--- src/rtl/pipe_perf_cnt.sv ---
// Saturating event counter with synchronous clear.
// Holds at all-ones instead of wrapping.
module pipe_perf_cnt #(
   parameter int CNT_W = 32
) (
   input  logic             clk_i,
   input  logic             rst_i,
   input  logic             clr_i,
   input  logic             inc_i,
   output logic [CNT_W-1:0] cnt_o
);

   logic [CNT_W-1:0] cnt_d, cnt_q;

   always_comb begin
      cnt_d = cnt_q;
      if (clr_i)
         cnt_d = '0;
      else if (inc_i && (cnt_q != '1))
         cnt_d = cnt_q + 1'b1;
   end

   always_ff @(posedge clk_i or posedge rst_i) begin
      if (rst_i)
         cnt_q <= '0;
      else
         cnt_q <= cnt_d;
   end

   assign cnt_o = cnt_q;

endmodule

--- config.mk ---
export PLATFORM = sky130hd
export DESIGN_NAME = pipe_perf_cnt
export DESIGN_NICKNAME = d
export VERILOG_FILES = /design/src/rtl/pipe_perf_cnt.sv
export SDC_FILE = /design/constraint.sdc
export NUM_CORES = 1
export LEC_CHECK = 0
export CORE_MARGIN = 2
export CORE_UTILIZATION = 46
export CTS_CLUSTER_SIZE = 16
export DETAILED_ROUTE_END_ITERATION = 10
export PLACE_DENSITY_LB_ADDON = 0.05
export SLEW_MARGIN = 0
export SYNTH_ARGS = -nofsm -noshare
export SYNTH_HDL_FRONTEND = slang
export SYNTH_SLANG_ARGS = --single-unit
--- constraint.sdc ---
create_clock -name clk_i -period 2.15 [get_ports clk_i]
set_input_delay 0.215 -clock clk_i [delete_from_list [all_inputs] [get_ports clk_i]]
set_output_delay 0.215 -clock clk_i [all_outputs]
set_load 0.05 [all_outputs]
Yosys cells after proc, flatten, opt, wreduce, memory -nomap -nowiden --
Cells that the tools add are included. Widths: inputs -> output; s select.
Operators by class: add/subtract/negate cells 1, multipliers 0, divide/modulo/power cells 0, $lt $le $gt $ge 0, equality and inequality tests 1, shifts and indexed selects 0, muxes and demuxes 2, bitwise gates (word level) 0, reduce and logical (&&, ||, !) cells 2
Operator list (count):
- $mux 32 | 2
- $add 32x1->32 const B | 1
- $ne 32x32->1 const B | 1
- $reduce_bool 2->1 | 1
- $logic_and 1x1->1 | 1
Storage, ports and cells: bits in registers 32, latch bits 0, RAM bits 0, bits in read-only memories 0, input port bits 4, output and inout bits 32, logic and storage cells 7, memories kept 0

Longest topological paths before layout --
Gate-level depths: netlist of the first run.
depth after elaboration 4, gate-level depth with buffers 7, gate-level depth less buffers 6

Worst setup path after synthesis of the first run --
No wires, ideal clock.
path kind reg-to-reg, start register cnt_q[0] (netlist: cnt_o[0]), end register cnt_q[20] (netlist: cnt_o[20]), library setup time 78 ps, arrival 2498 ps, path slack -426 ps, cell stages (with the launch flop) 8, period minus slack after synthesis 2576 ps, cell sequence dfrtp_1 > ha_1 > nand2_1 > or4_4 > or3_4 > buf_6 > or4_1 > a21oi_1
On the way: cells in the longest elaborated chain, start to end 3, elaborated cells between the ends (all ways) 6, those cells by class add/sub (1); eq/ne (1); mux (2); reduce/logical (2)
Ends and longest elaborated chain:
- start, declared | RTL line 13 | logic [CNT_W-1:0] cnt_d, cnt_q;
- start signal, assigned | RTL line 27 | cnt_q <= cnt_d;
- $add 32x1->32 / $ne 32x32->1 (equally long branches) | RTL line 20, 19
- $mux 32 / $logic_and 1x1->1 (equally long branches) | RTL line 19 | else if (inc_i && (cnt_q != '1))
- $mux 32 / $reduce_bool 2->1 (equally long branches)
Several ways; a longest one is shown, not always the timed one. The select of a mux whose other input is x is not followed. A chain may end at the register's enable or synchronous reset.

Final worst setup path of the first run --
start register cnt_q[0] (netlist: cnt_o[0]), end register cnt_q[30] (netlist: cnt_o[30])
The elaborated chain is that of the path after synthesis.

==> metrics.csv, run 1 <==
metric,value,unit
fp.dieW,65.5,um
fin_crit_sh,0.999,
slew_violations,0,
clkSlewWorstSetupHoldPaths,0.07,ns
clockRootBuffer,clkbuf_8,
ctsLongestPathBuffers,2,
synth_area_leader_cell,dfrtp_1,
worstSetupPathType,flop to flop,
n_antenna_cell,0,
yosysTopAreaCellShare,0.460,
grt_first_pass_wirelength,7980,um
cp_num_cells,6,
max_freq,466,MHz
p_clk_frac,0.410,
placed_cells,287,
hold_path_class,primary input to asynchronous set/reset pin,
dieArea,4290,um2
cp_max_fo,6,
critical_path_buf_inv_count,0,
postPlaceCellArea,2350,um2
cts-htree-levels,2,
post-route-util,0.696,
portBuffers,35,
cp-endpoint,cnt_o[30],
crit_arrival,2.36,ns
via_count,1831,
startpoint,cnt_o[0],
syn2layout_area_growth,46.4,%
dr.pass1.iters,4,
async_flop_share,1.00,
p_comb_frac,0.067,
worstSetupStartpointType,flop,
power.density,460,nW/um2
ys_warn_count,0,
synth-main-ff-cell,dfrtp_1,
drive_gt1_frac,0.289,
critPathMaxStageDelay,0.49,ns
design.portCount,36,
post_drt_wl_per_cell,16.3,um
hpwl,3220,um
rsz0062_at_grt,yes,
synth.area.top_cells,"dfrtp_1 46%, a21oi_1 7.8%, o31ai_1 6.5%, or4_1 6.0%, or3_1 4.3%",
routed_wl,4970,um
setup_ws,0.00254,ns
worst_clock_skew,0.00898,ns
synth_top_cells_by_count,"32 x dfrtp_1, 27 x a21oi_1, 15 x o31ai_1",
grt_pass1_vias,1745,
cts_tree,built,
start_util,0.475,
syn-instance-count,186,
slowest_stage,or4_4,
numCtsBuffers,5,
worstMarginPinSlew,0.637,ns
path_cells,ha_4 -> nand2_4 -> or4_4 -> or3_4 -> or4_4 -> a21oi_2,
pwr-share-seq,0.523,
largest_reg_flops,32,
reg2reg_slack,0.003,ns
irDropWorstVdd,408,uV
synth.cell_area,1740,um2
netSwitchingFraction,0.235,
cts.sinks,32,
r2r_cells,6,
final.min_clock_period,2.15,ns
track_usage,0.242,
synthDistinctLibCells,33,
grt_max_degree,33,
n_fill_cell,295,
vias_per_cell,6.02,
p_sw,276,uW
worstPathRequired,2.37,ns
core-area,3660,um2
design_area,2550,um2
nNetsFinal,260,
rows,22,
multi_input_area,953,um2
setup_violations,0,
grt_remaining_overflow,0,
worstReg2RegStart,cnt_o[0],
r2r_end,cnt_o[30],
synth-edff-count,0,
final_cells,304,
cpMostUsedCell,or4_4,
drtIter0Drc,205,
ys_seq_elements,32,
seq_area,825,um2
status,"finished, final reports clean",
end_kind,flop,
p_leak,0.000944,uW
synth.net_count,191,
drt.antenna.violating_nets,0,
clock_latency,0.28,ns
crit_family,simple AND/OR/NAND/NOR gates,
grt_antenna_before_repair,0,
dp_slack,-0.168,ns
intPower,896,uW
relSlewSlack,0.574,
gp_congestion,0.800,
cap_violations,0,
yosysMostFrequentCell,dfrtp_1,
route.detailed.drc,0,
die_h,65.5,um
syn_avg_cell_area,9.36,um2
tns,0,ns
hold_viol,0,
ys_seq_area_frac,0.460,
==> per-stage QoR <==
step           total power, uW  hold WS, ns
2_1_floorplan              665        0.330
3_3_place_gp               695        0.556
3_5_place_dp               699        0.584
4_1_cts                   1180        0.338
5_1_grt                   1220        0.389
6_report                  1170        0.321
==> worst reg2reg max path: cells and delay by family (launching register included) <==
family / cells / cell delay, ns
AO/OA/AOI/OAI: 1 / 0.13
adder cells (fa/ha/maj): 1 / 0.17
flip-flops: 1 / 0.42
AND/OR/NAND/NOR: 4 / 1.37
==> repair_timing <==
item,CTS,global route
gates cloned,0,1
setup endpoints to repair,1,13
hold buffers,0,0
pin swaps,0,1
buffers inserted,0,8
gates resized for setup,0,10
==> per-layer routing <==
metal	share of wire	track usage	vias to the layer above
met2	0.51	0.406	59
met4	0.015	0.0990	0
met3	0.050	0.0668	11
li1	-	-	871
met5	0	0	-
met1	0.43	0.294	890
==> cells in the final DEF, fill, tap and decap left out, types with 2 or more instances in the layout <==
cell	synthesis	final
o21ai_0	12	12
or4_4	1	3
o31ai_1	15	14
dfrtp_2	0	19
inv_1	8	7
clkbuf_1	4	2
nand3_1	10	8
nand4_1	6	6
clkdlybuf4s50_1	0	35
nor2_1	6	6
xnor2_1	2	2
nand2_1	11	10
a21oi_2	0	2
and3_1	3	3
buf_4	0	32
nor4_1	3	3
dfrtp_1	32	13
or4_1	14	12
or3_4	1	2
clkbuf_8	0	6
nand3_2	0	2
and4_1	4	4
or3_1	12	12
a21oi_1	27	25
==> area by class of cell <==
class | instances | area share
Clock buffer | 8 | 0.0353
Inverter | 8 | 0.0118
Multi-Input combinational cell | 141 | 0.374
Sequential cell | 32 | 0.324
Tap cell | 48 | 0.0236
Timing Repair Buffer | 67 | 0.232
==> power by group through the flow <==
stage          clock (uW)  combinational (uW)  sequential (uW)
2_1_floorplan           0                27.9              637
3_3_place_gp            0                71.2              624
3_5_place_dp            0                74.4              624
4_1_cts               489                74.4              613
5_1_grt               519                86.0              613
6_report              480                78.4              613
==> cell families (layout without fill, tap and decap cells) <==
| group | after synthesis | in the layout | share of synthesized area |
|---|---|---|---|
| and+or+nand+nor | 74 | 75 | 0.259 |
| AOI/OAI and AO/OA | 61 | 61 | 0.218 |
| DFF | 32 | 32 | 0.460 |
| buffers and inverters | 14 | 83 | 0.0352 |
| xor gates and xnor gates | 3 | 3 | 0.0151 |
| adders and majority gates | 1 | 1 | 0.00719 |
| muxes | 1 | 1 | 0.00575 |
==> worst min path at each step <==
| stage | slack [ns] | end | start | cells past startpoint |
|---|---|---|---|---|
| 2_1_floorplan | 0.33 | cnt_o[12] | rst_i | 1 |
| 3_3_place_gp | 0.56 | cnt_o[15] | cnt_o[15] | 2 |
| 3_5_place_dp | 0.58 | cnt_o[11] | cnt_o[11] | 2 |
| 4_1_cts | 0.34 | cnt_o[15] | rst_i | 3 |
| 5_1_grt | 0.39 | cnt_o[15] | rst_i | 3 |
| 6_report | 0.32 | cnt_o[31] | rst_i | 3 |
Note: power is estimated with default switching activity, not from simulation.
==> inputs of run 2 (changes only) <==
Clock period 2.15 ns to 1.75 ns, I/O delays scaled along.
==> metrics.csv, run 2 (synthesis results as in run 1) <==
metric,value,unit,change
status,"complete, but fails checks",,
violations,setup timing,,
pwr-share-seq,0.478,,-0.045
cap_violations,0,,unchanged
cp_max_fo,5,,-1
vias_per_cell,5.90,,-2.0%
relSlewSlack,0.711,,+0.136
setup_violations,27,,+27
fin_crit_sh,1.22,,+0.216
rows,22,,unchanged
worstSetupPathType,flop to flop,,
grt_remaining_overflow,0,,unchanged
via_count,2025,,+11%
end_kind,flop,,
worstPathRequired,1.97,ns,-0.40 ns
cts-htree-levels,2,,unchanged
nNetsFinal,299,,+15%
clockRootBuffer,clkbuf_8,,
dr.pass1.iters,5,,+1
hold_viol,0,,unchanged
intPower,1210,uW,+35%
cts_tree,built,,
post_drt_wl_per_cell,17.0,um,+3.9%
holdBufCountCts,0,,unchanged
die_h,65.5,um,unchanged
crit_arrival,2.34,ns,-0.02 ns
worstSetupStartpointType,flop,,
design.portCount,36,,unchanged
layout_common_cells,"95 x buf_4, 20 x a21oi_1, 19 x dfrtp_2",,
drt.antenna.violating_nets,0,,unchanged
mostFrequentLayoutCell,buf_4,,
route.detailed.drc,0,,unchanged
grt_max_degree,33,,unchanged
path_cells,ha_4 -> nand2_2 -> or4_4 -> or3_4 -> or4_4 -> a21oi_2,,
largest_reg_flops,32,,unchanged
critical_path_buf_inv_count,0,,unchanged
drive_gt1_frac,0.576,,+0.287
power.density,523,nW/um2,+14%
dieArea,4290,um2,unchanged
routed_wl,5830,um,+17%
syn2layout_area_growth,72.3,%,
p_clk_frac,0.454,,+0.044
p_comb_frac,0.068,,about the same
setup_ws,-0.377,ns,-0.379 ns
grt_pass1_vias,1890,,+8.3%
crit_family,simple AND/OR/NAND/NOR gates,,
p_leak,0.00131,uW,+39%
critPathMaxStageDelay,0.50,ns,about the same
drtIter0Drc,112,,-45%
tns,-7.97,ns,-7.97 ns
start_util,0.475,,unchanged
p_sw,362,uW,+31%
dp_slack,-0.416,ns,-0.248 ns
track_usage,0.267,,+0.0244
core-area,3660,um2,unchanged
numCtsBuffers,5,,unchanged
rsz0062_at_grt,yes,,
worstMarginPinSlew,0.434,ns,-0.203 ns
grt_first_pass_wirelength,8660,um,+8.5%
fp.dieW,65.5,um,unchanged
hold_path_class,primary input to asynchronous set/reset pin,,
cts.sinks,32,,unchanged
clock_latency,0.29,ns,about the same
clkSlewWorstSetupHoldPaths,0.07,ns,about the same
grt_antenna_before_repair,0,,unchanged
gp_congestion,0.857,,+7.1%
n_antenna_cell,0,,unchanged
hpwl,3630,um,+13%
final.min_clock_period,2.13,ns,-0.0208 ns
ctsLongestPathBuffers,2,,unchanged
slew_violations,0,,unchanged
netSwitchingFraction,0.231,,-0.00476
worst_clock_skew,0.00767,ns,-0.00131 ns
portBuffers,35,,unchanged
cpMostUsedCell,or4_4,,
irDropWorstVdd,569,uV,+39%
max_freq,470,MHz,+0.98%
slowest_stage,or4_4,,
==> run 2: changes by cell type in the layout (fill, tap and decap cells not counted), sizes merged <==
cell           previous run  this run
buf                      32       103
clkdlybuf4s50            35         3
clkbuf                    8         6
bufinv                    0         1
clkinv                    0         1
==> run 2: worst paths after layout <==
kind / slack [ns] / start / endpoint / cells after the start
setup / recovery: -0.38 / cnt_o[1] / cnt_o[26] / 6
hold reg to reg: 0.61 / cnt_o[16] / cnt_o[16] / 1
min in group clk_i: 0.61 / cnt_o[16] / cnt_o[16] / 1
hold / removal: 0.30 / rst_i / cnt_o[31] / 3
setup reg to reg: -0.38 / cnt_o[1] / cnt_o[26] / 6
max in group asynchronous: 1.10 / rst_i / cnt_o[2] / 3
==> run 2: what timing repair did <==
item | CTS | global route
gates cloned | 2 | 0
pin swaps | 3 | 12
endpoints found under the setup margin | 30 | 31
buffers inserted | 3 | 2
gates resized for setup | 22 | 35
==> run 2: layer usage <==
| layer | vias to the layer above | GRT usage | routed length [um] |
|---|---|---|---|
| li1 | 947 | - | - |
| met5 | - | 0 | 0 |
| met4 | 0 | 0.107 | 145 |
| met2 | 74 | 0.464 | 3020 |
| met3 | 15 | 0.0634 | 273 |
| met1 | 989 | 0.316 | 2390 |
==> run 2: worst reg2reg max path: cells and delay by family (launching register included) <==
family	cells	cell delay (ns)
and+or+nand+nor	4	1.38
DFF	1	0.39
AOI/OAI and AO/OA	1	0.15
adders and majority gates	1	0.14
==> run 2: layout make-up <==
class | count | area (um2)
inverter | 8 | 30.0
clock buffer | 6 | 72.6
sequential | 32 | 825
fill | 219 | 662
multi-input combinational | 141 | 1130
clock inverter | 2 | 35.0
timing repair buffer | 106 | 842
tap | 48 | 60.1
==> run 2: per-stage QoR <==
step                hold slack, ns  area (um2)  std cells  utilization  total power (uW)
floorplan                    0.290        1790        186            -               817
global placement             0.542        2590        328        0.708               860
detailed placement           0.571        2590        328        0.708               864
CTS                          0.313        2860        341        0.781              1580
global route                 0.350        3000        343        0.819              1620
finish                       0.304        3000        343        0.819              1570
==> run 2: power groups by stage <==
| stage | clock (uW) | sequential (uW) | combinational [uW] |
|---|---|---|---|
| 3_5_place_dp | 0 | 764 | 100 |
| 3_3_place_gp | 0 | 763 | 97.1 |
| 5_1_grt | 755 | 750 | 115 |
| 4_1_cts | 724 | 750 | 104 |
| 2_1_floorplan | 0 | 783 | 34.3 |
| 6_report | 712 | 750 | 106 |
==> inputs of run 3 (changes only) <==
==> constraint.sdc (replaced) <==
create_clock -name clk_i -period 1.75 [get_ports clk_i]
set_input_delay 0.35 -clock clk_i [delete_from_list [all_inputs] [get_ports clk_i]]
set_output_delay 0.35 -clock clk_i [all_outputs]
set_load 0.05 [all_outputs]
==> metrics.csv, run 3 (synthesis results as in run 1) <==
metric,value,unit,change
setup_violations,28,,+3.7%
end_kind,flop,,
rsz0062_at_grt,yes,,
fin_crit_sh,1.21,,-0.00829
post_drt_wl_per_cell,17.7,um,+4.1%
power.density,542,nW/um2,+3.6%
start_util,0.475,,unchanged
violations,setup timing,,
clkSlewWorstSetupHoldPaths,0.07,ns,about the same
worstMarginPinSlew,0.420,ns,-0.0146 ns
reg2reg_slack,-0.36,ns,about the same
final.min_clock_period,2.11,ns,-0.0145 ns
cp_max_fo,8,,+3
irDropWorstVdd,507,uV,-11%
holdBufCountCts,0,,unchanged
layout_common_cells,"93 x buf_4, 19 x dfrtp_2, 17 x a21oi_1",,
cts_tree,built,,
status,"complete, but fails checks",,
p_leak,0.00131,uW,+0.48%
grt_max_degree,33,,unchanged
fp.dieW,65.5,um,unchanged
path_cells,ha_4 -> nand2_2 -> or4_4 -> or3_4 -> or4_4 -> a21oi_2,,
routed_wl,6030,um,+3.5%
critPathMaxStageDelay,0.51,ns,about the same
grt_pass1_vias,2049,,+8.4%
cp-endpoint,cnt_o[30],,
grt_remaining_overflow,0,,unchanged
cpMostUsedCell,or4_4,,
route.detailed.drc,0,,unchanged
design_area,3040,um2,+1.2%
met3_length,253,um,-7.3%
cap_violations,0,,unchanged
slew_violations,0,,unchanged
setup_ws,-0.362,ns,+0.0145 ns
hold_viol,0,,unchanged
rows,22,,unchanged
worstPathRequired,1.97,ns,about the same
track_usage,0.282,,+0.0158
die_h,65.5,um,unchanged
portBuffers,35,,unchanged
post-route-util,0.829,,+0.00991
dieArea,4290,um2,unchanged
clock_latency,0.29,ns,about the same
worst_clock_skew,0.0109,ns,+0.00321 ns
worstSetupStartpointType,flop,,
dr.pass1.iters,4,,-1
placed_cells,322,,-1.8%
gp_congestion,0.829,,-3.2%
wl_met2,3240,um,+7.0%
mostFrequentLayoutCell,buf_4,,
cts-htree-levels,2,,unchanged
nNetsFinal,297,,-0.67%
syn2layout_area_growth,74.4,%,
core-area,3660,um2,unchanged
largest_reg_flops,32,,unchanged
hold_path_class,primary input to asynchronous set/reset pin,,
slowest_stage,or4_4,,
r2r_cells,6,,unchanged
relSlewSlack,0.720,,+0.00977
hpwl,3610,um,-0.70%
n_antenna_cell,0,,unchanged
tns,-7.89,ns,+0.0747 ns
design.portCount,36,,unchanged
worstReg2RegStart,cnt_o[1],,
drt.antenna.violating_nets,0,,unchanged
via_count,2075,,+2.5%
cts.sinks,32,,unchanged
drive_gt1_frac,0.608,,+0.0312
grt_antenna_before_repair,0,,unchanged
max_freq,473,MHz,+0.69%
vias_per_cell,6.09,,+3.1%
grt_first_pass_wirelength,9360,um,+8.1%
numCtsBuffers,5,,unchanged
worstSetupPathType,flop to flop,,
clockRootBuffer,clkbuf_8,,
drtIter0Drc,153,,+37%
postPlaceCellArea,2550,um2,-1.7%
ctsLongestPathBuffers,2,,unchanged
dr.max_layer_used,met4,,
r2r_end,cnt_o[30],,
final_cells,341,,-0.58%
startpoint,cnt_o[1],,
crit_arrival,2.33,ns,about the same
drt-met1-wl,2340,um,-1.9%
[run 3: power breakdown]
| part | switching (uW) | internal (uW) | leakage [uW] |
|---|---|---|---|
| logic | 67.8 | 41.4 | 0.000835 |
| registers | 5.01 | 745 | 0.000414 |
| clock network | 282 | 502 | 0.0000645 |
| total | 355 | 1290 | 0.00131 |
[run 3: how the worst min path moves through the flow]
| stage | to | startpoint | slack [ns] |
|---|---|---|---|
| 2_1_floorplan | cnt_o[12] | rst_i | 0.46 |
| 3_3_place_gp | cnt_o[16] | cnt_o[16] | 0.54 |
| 3_5_place_dp | cnt_o[16] | cnt_o[16] | 0.56 |
| 4_1_cts | cnt_o[28] | rst_i | 0.52 |
| 5_1_grt | cnt_o[29] | rst_i | 0.56 |
| 6_report | cnt_o[31] | rst_i | 0.54 |
[run 3: final cells by class]
| class | count | area, um2 |
|---|---|---|
| inverter | 8 | 30.0 |
| fill | 215 | 626 |
| clock buffer | 7 | 96.3 |
| tap | 48 | 60.1 |
| timing repair buffer | 105 | 837 |
| sequential | 32 | 825 |
| multi-input combinational | 140 | 1160 |
| clock inverter | 1 | 30.0 |
[run 3: through the flow]
stage	worst slack, ns	hold slack, ns	power [uW]
final	-0.362	0.538	1640
after global routing	-0.418	0.559	1690
after CTS	-0.343	0.517	1650
after detailed placement	-0.590	0.562	863
after global placement	-0.526	0.542	859
after floorplan	-0.585	0.465	817
[run 3: repair_timing]
action / in CTS / in global routing
setup buffers: 5 / 5
pin swaps: 10 / 21
gates cloned: 1 / 0
resized for setup: 33 / 35
setup endpoints to repair: 31 / 31
endpoints found under the hold margin: 0 / 0
[run 3: routing by layer]
metal / track usage / vias to the layer above
met5: 0 / -
li1: - / 944
met1: 0.330 / 1037
met3: 0.0634 / 18
met2: 0.496 / 76
met4: 0.120 / 0
[run 3: critical path: cells and delay by family (launching register included)]
kind,cells,cell delay [ns]
flops,1,0.38
compound gates,1,0.13
fa+ha+maj,1,0.15
simple gates,4,1.39
